===== src/rtl/rr_merge_pkg.sv =====
// Shared helpers for the round-robin merge: index wrap and merged-word field layout.
package rr_merge_pkg;

  // Merged word: payload in the low bits, source index directly above it.
  localparam int unsigned PAYLOAD_LSB = 0;

  function automatic int unsigned idx_lsb(input int unsigned w_data);
    return PAYLOAD_LSB + w_data;
  endfunction

  // Explicit wrap so non-power-of-two sizes never produce an index >= size.
  function automatic int unsigned next_idx(input int unsigned idx, input int unsigned size);
    return (idx + 1 >= size) ? 0 : idx + 1;
  endfunction

endpackage


===== src/rtl/rr_arbiter.sv =====
// Round-robin arbiter: one-hot grant scanning from ptr, ptr advances past the winner.
module rr_arbiter
  import rr_merge_pkg::*;
#(
  parameter int SIZE  = 2,
  parameter int W_IDX = $clog2(SIZE)
) (
  input  logic             clk,
  input  logic             rst,
  input  logic [SIZE-1:0]  req,
  input  logic             advance,
  output logic [SIZE-1:0]  grant,
  output logic [W_IDX-1:0] grant_idx
);

  logic [W_IDX-1:0] ptr_q, ptr_d;
  logic [W_IDX-1:0] scan;
  logic             found;

  always_comb begin
    grant     = '0;
    grant_idx = '0;
    found     = 1'b0;
    scan      = ptr_q;
    for (int k = 0; k < SIZE; k++) begin
      if (!found && req[scan]) begin
        found       = 1'b1;
        grant[scan] = 1'b1;
        grant_idx   = scan;
      end
      scan = W_IDX'(next_idx(32'(scan), unsigned'(SIZE)));
    end
  end

  always_comb begin
    ptr_d = ptr_q;
    if (advance) ptr_d = W_IDX'(next_idx(32'(grant_idx), unsigned'(SIZE)));
  end

  always_ff @(posedge clk) begin
    if (rst) ptr_q <= '0;
    else     ptr_q <= ptr_d;
  end

endmodule


===== src/rtl/rr_merge.sv =====
// Round-robin merge of SIZE valid/ready inputs onto one registered output tagged
// with the source index; one cycle latency, full throughput.
module rr_merge
  import rr_merge_pkg::*;
#(
  parameter int SIZE   = 2,
  parameter int W_DATA = 16,
  parameter int W_IDX  = $clog2(SIZE)
) (
  input  logic                     clk,
  input  logic                     rst,
  input  logic [SIZE-1:0]          din_valid,
  output logic [SIZE-1:0]          din_ready,
  input  logic [SIZE*W_DATA-1:0]   din_data,
  output logic                     dout_valid,
  input  logic                     dout_ready,
  output logic [W_IDX+W_DATA-1:0]  dout_data
);

  logic [SIZE-1:0]          grant;
  logic [W_IDX-1:0]         grant_idx;
  logic                     load;
  logic                     advance;
  logic [W_DATA-1:0]        din_arr [SIZE];
  logic                     dout_valid_q, dout_valid_d;
  logic [W_IDX+W_DATA-1:0]  dout_data_q, dout_data_d;

  for (genvar i = 0; i < SIZE; i++) begin : g_unpack
    assign din_arr[i] = din_data[i*W_DATA +: W_DATA];
  end

  // Drain and refill in the same cycle: the register is free when empty or being taken.
  assign load      = !dout_valid_q | dout_ready;
  assign advance   = load & !rst & (|din_valid);
  assign din_ready = (load & !rst) ? grant : '0;

  rr_arbiter #(
    .SIZE  (SIZE),
    .W_IDX (W_IDX)
  ) u_arb (
    .clk       (clk),
    .rst       (rst),
    .req       (din_valid),
    .advance   (advance),
    .grant     (grant),
    .grant_idx (grant_idx)
  );

  always_comb begin
    dout_valid_d = dout_valid_q;
    dout_data_d  = dout_data_q;
    if (load) begin
      dout_valid_d = advance;
      if (advance) begin
        dout_data_d[PAYLOAD_LSB +: W_DATA]   = din_arr[grant_idx];
        dout_data_d[idx_lsb(W_DATA) +: W_IDX] = grant_idx;
      end
    end
  end

  always_ff @(posedge clk) begin
    if (rst) begin
      dout_valid_q <= 1'b0;
      dout_data_q  <= '0;
    end else begin
      dout_valid_q <= dout_valid_d;
      dout_data_q  <= dout_data_d;
    end
  end

  assign dout_valid = dout_valid_q;
  assign dout_data  = dout_data_q;

endmodule


===== config.mk =====
export PLATFORM = sky130hd
export DESIGN_NAME = rr_merge
export DESIGN_NICKNAME = d
export VERILOG_FILES = /design/src/rtl/rr_merge_pkg.sv /design/src/rtl/rr_arbiter.sv /design/src/rtl/rr_merge.sv
export SDC_FILE = /design/constraint.sdc
export NUM_CORES = 1
export LEC_CHECK = 0
export ABC_CLOCK_PERIOD_IN_PS = 4300
export BUFFER_PORTS_ARGS = -buffer_cell sky130_fd_sc_hd__buf_2
export CORE_AREA = 2 2 47 49
export DETAILED_ROUTE_END_ITERATION = 8
export DIE_AREA = 0 0 49 51
export PLACE_DENSITY_LB_ADDON = 0.2
export SLEW_MARGIN = 15
export SYNTH_ARGS = -nofsm -noshare
export SYNTH_HDL_FRONTEND = slang
export SYNTH_SLANG_ARGS = --single-unit

===== constraint.sdc =====
create_clock -name clk -period 4.3 [get_ports clk]
set_clock_uncertainty 0.1 [all_clocks]
set_input_delay 0.86 -clock clk [delete_from_list [all_inputs] [get_ports clk]]
set_output_delay 0.86 -clock clk [all_outputs]
set_load 0.05 [all_outputs]

# Yosys cells after proc, flatten, opt, wreduce, memory -nomap -nowiden
# Index checks and enable logic that the tools add are counted.
# op_classes
n_lt_le_gt_ge,7
reduce_logical,8
muxes,19
bitwise,5
add_sub_neg,2
# ops
op,n
two-way mux 16 bit,3
two-way mux 1 bit,11
"greater-or-equal comparator 2 bit, second input constant",3
two-way mux 2 bit,3
"adder 1 x 1 -> 2 bit, second input constant",2
"less-than comparator 1 x 2 -> 1 bit, second input constant",2
logical AND 1 bit,3
zero test 1 bit,3
AND 1 bit,2
demux 1 bit (select 1 bit),2
"greater-or-equal comparator 1 bit, second input constant",2
NOT 1 -> 2 bit,1
bitwise OR 2 bit,1
AND reduction 2 bit,1
OR reduction 2 bit,1
bitwise OR 1 bit,1
# word_totals
input_bits,37
elab_cells,44
out_inout_bits,20
register_bits,19

# Depth between registers and ports, before layout
# logic_depth
ltp_word,11
mapped_depth,5
depth_no_buf,3

# Cells and area by module
# From an unflattened synthesis, not the netlist that was laid out.
# hier_totals
hier_cells,94
area_unflattened_um2,1008.5
# modules_own_cells
module,cells_per_inst,seq_area_each_um2,area_per_inst_um2,instances
rr_merge,87,360.3,933.4,1
rr_arbiter,7,20.0,75.1,1

# Worst setup path after synthesis
# Ideal clock, no wire load.
# synth_timing
path_type,input-to-output
startpoint,input port din_valid[1]
endpoint,output port din_ready[0]
t_required_ns,3.340
cell_stages,3
n_path_buf,1
slack_ns,1.480
arrival_time_ns,1.860
path_cell_list,a21oi_1 > clkbuf_1 > and3_1
# synth_between
elab_chain_cells,7
word_cells_on_any_way,11
classes_between,8 x mux; 1 x bitwise; 2 x reduce/logical
# synth_lines
element,line,source
"start, declared",rr_merge.sv:12,"input logic [SIZE-1:0] din_valid,"
two-way mux 1 bit (implied by the code) (2 in a row),rr_arbiter.sv:26,if (!found && req[scan]) begin
two-way mux 1 bit,rr_arbiter.sv:26,
zero test 1 bit,rr_arbiter.sv:26,
logical AND 1 bit,rr_arbiter.sv:26,
two-way mux 2 bit (*),rr_arbiter.sv:26,
two-way mux 2 bit (*),rr_merge.sv:35,assign din_ready = (load & !rst) ? grant : '0;
"end, declared",rr_merge.sv:13,"output logic [SIZE-1:0] din_ready,"
# Every way passes the cells marked *; elsewhere a longest branch is shown, timed or not. The select of a mux whose other input is x is not followed.

# Final worst setup path
# layout_timing
startpoint,input port dout_ready
endpoint,output port din_ready[1]
# layout_between
elab_chain_cells,3
# layout_lines
element,line,source
"start, declared",rr_merge.sv:16,"input logic dout_ready,"
bitwise OR 1 bit,rr_merge.sv:33,assign load = !dout_valid_q | dout_ready;
AND 1 bit,rr_merge.sv:35,
two-way mux 2 bit,rr_merge.sv:35,
# Every way passes these cells.

==> flow_summary.json <==
{
  "cp.arrival_ns": 2.16,
  "worstHoldEndpoint": "dout_data[16]",
  "postCtsSetupBuffers": 0,
  "period_needed_ns": 3.124,
  "io_buffers": 56,
  "ioPinCount": 57,
  "synth_area_leaders": "dfxtp_1 46%, and4_1 17%, a221o_2 11%, a221o_1 9.6%, buf_6 4.1%",
  "syn_to_final_growth_pct": 35.84,
  "num-nets-final": 162,
  "synth.distinct_cells": 16,
  "required_ns": 3.34,
  "drive_gt1_frac": 0.5887,
  "syn_avg_cell_area_um2": 11.70,
  "drc": 0,
  "synth-seq-cells": 19,
  "yosysTopAreaCell": "dfxtp_1",
  "yosysSeqAreaShare": 0.4578,
  "h-tree-depth": 1,
  "power_uw": 414.8,
  "cts_max_path_buffers": 2,
  "grt.total_usage": 0.1732,
  "fin_area_mm2": 0.001129,
  "initialDrtViolationCount": 13,
  "clock_latency_ns": 0.29,
  "max_freq_ghz": 0.3201,
  "fin_crit_sh": 0.7266,
  "grt_max_degree": 23,
  "regToRegStartpoint": "dout_valid",
  "clockRootBuffer": "clkbuf_4",
  "die_area_mm2": 0.002499,
  "end_kind": "output pin",
  "cts_tree": "built",
  "clock-sinks": 19,
  "p_leak_uw": 0.0005745,
  "min_path_type": "reg -> reg",
  "max_slew_margin": 0.5007,
  "final-max-slew-violation-count": 0,
  "cp_max_fo": 22,
  "cts-hold-fix-buffers": 0,
  "post-route-util": 0.5470,
  "hp-start": "dout_data[16]",
  "power_density_mw_per_mm2": 367.5,
  "grt-ovfl-total": 0,
  "ant_nets": 0,
  "dr_total_vias": 783,
  "place_congestion": 0.7184,
  "ir_drop_mv": 0.1834,
  "grt_pass1_wl_um": 3174,
  "drt-total-wl_um": 2058,
  "die_y_um": 51,
  "cts.clk_slew.worst_paths_ns": 0.11,
  "drv_cap": 0,
  "startpoint_type": "input port",
  "fin_tns_setup_ns": 0,
  "postCtsResizedCells": 0,
  "yosys_warnings": 0,
  "rsz0062_at_grt": "no",
  "dr.pass1.iters": 4,
  "rr_worst_depth": 3,
  "core_mm2": 0.002063,
  "synth_top_area_frac": 0.4578,
  "die_w_um": 49,
  "dpl-instance-area_mm2": 0.001101,
  "synth_common_cells": "19 x dfxtp_1, 16 x and4_1, 8 x a221o_1, 8 x a221o_2, 5 x clkbuf_1",
  "worst_slew_pin_slew_ns": 0.7490,
  "synth_flop_cell": "dfxtp_1",
  "syn_inst": 71,
  "wl_per_cell_um": 13.54,
  "fillers": 220,
  "rows": 17,
  "criticalPathCategory": "in -> out",
  "rr_endpoint": "dout_data[15]",
  "cts_inserted_buffers": 3,
  "synth-edff-count": 0,
  "setup_viol": 0,
  "ys_async_sr_fraction": 0,
  "viasPerCell": 5.151,
  "mappedNetlistArea_um2": 830.8,
  "reg2reg_slack_ns": 2.69,
  "hold_violations": 0,
  "syn-num-nets": 108,
  "diodes": 0,
  "yosys.cell_count.top_type": "dfxtp_1",
  "initial_core_util": 0.4027,
  "status": "complete, no violations",
  "whs_path_depth": 1,
  "antenna_found_initial": 0,
  "grt_pass1_vias": 741
}
==> final cells by class <==
class	count	area [um^2]	area share
multi-input combinational	44	397.9	0.3526
sequential	19	380.4	0.3370
timing repair buffer	57	287.8	0.2550
tap	28	35.03	0.03104
clock buffer	3	22.52	0.01996
clock inverter	1	5.005	0.004435
==> critical path, stage by stage <==
cell and delay [ns]:
buf_2 0.07, nand2b_4 0.21, and4b_1 0.64, buf_2 0.38
==> where the power goes <==
part	total [uW]	switching (uW)	internal, uW	leakage (uW)
logic	124	83.5	40.6	0.000399
clock network	90.5	55.9	34.6	0.0000177
registers	200	8.47	192	0.000157
==> layout by cell type (no fill, tap or decap), drive strengths merged <==
cell    count
or2         1
a21oi       4
clkbuf      3
buf        57
clkinv      1
a221o      16
nor2        1
and4b       1
and4       16
a21o        1
dfxtp      19
and3        1
nand2b      2
a311oi      1
==> per-layer routing <==
metal	vias to the layer above	GRT usage	part of all wire
li1	406	-	-
met4	0	0.1000	0.015
met5	-	0	0
met3	4	0.03509	0.041
met2	23	0.3037	0.51
met1	350	0.1964	0.43
==> worst max-delay path by stage <==
stage,start,endpoint,slack [ns]
after floorplan,din_valid[1],din_ready[0],1.48
after global placement,dout_ready,din_ready[1],1.20
after detailed placement,dout_ready,din_ready[1],1.18
after CTS,dout_ready,din_ready[1],1.18
after global routing,dout_ready,din_ready[1],1.10
final,dout_ready,din_ready[1],1.18
==> metrics by stage <==
step                      setup slack (ns)  instances  hold slack (ns)
after floorplan                      1.480         71           0.3567
after global placement               1.202        148           0.3443
after detailed placement             1.175        148           0.3449
after CTS                            1.178        152           0.3721
after global routing                 1.104        152           0.4000
final                                1.176        152           0.3688
==> cells by family (layout without fill, tap and decap cells) <==
kind of cell | count (synthesis) | after routing | share of synthesized area
compound gates | 22 | 22 | 0.2545
buf+inv | 8 | 61 | 0.06325
flops | 19 | 19 | 0.4578
simple gates | 22 | 22 | 0.2244
==> sequential cells by signal, summed over array words and instances (netlist names) <==
register     flops
dout_data       17
u_arb.ptr_q      1
dout_valid       1
Note: power is estimated with default switching activity, not from simulation.
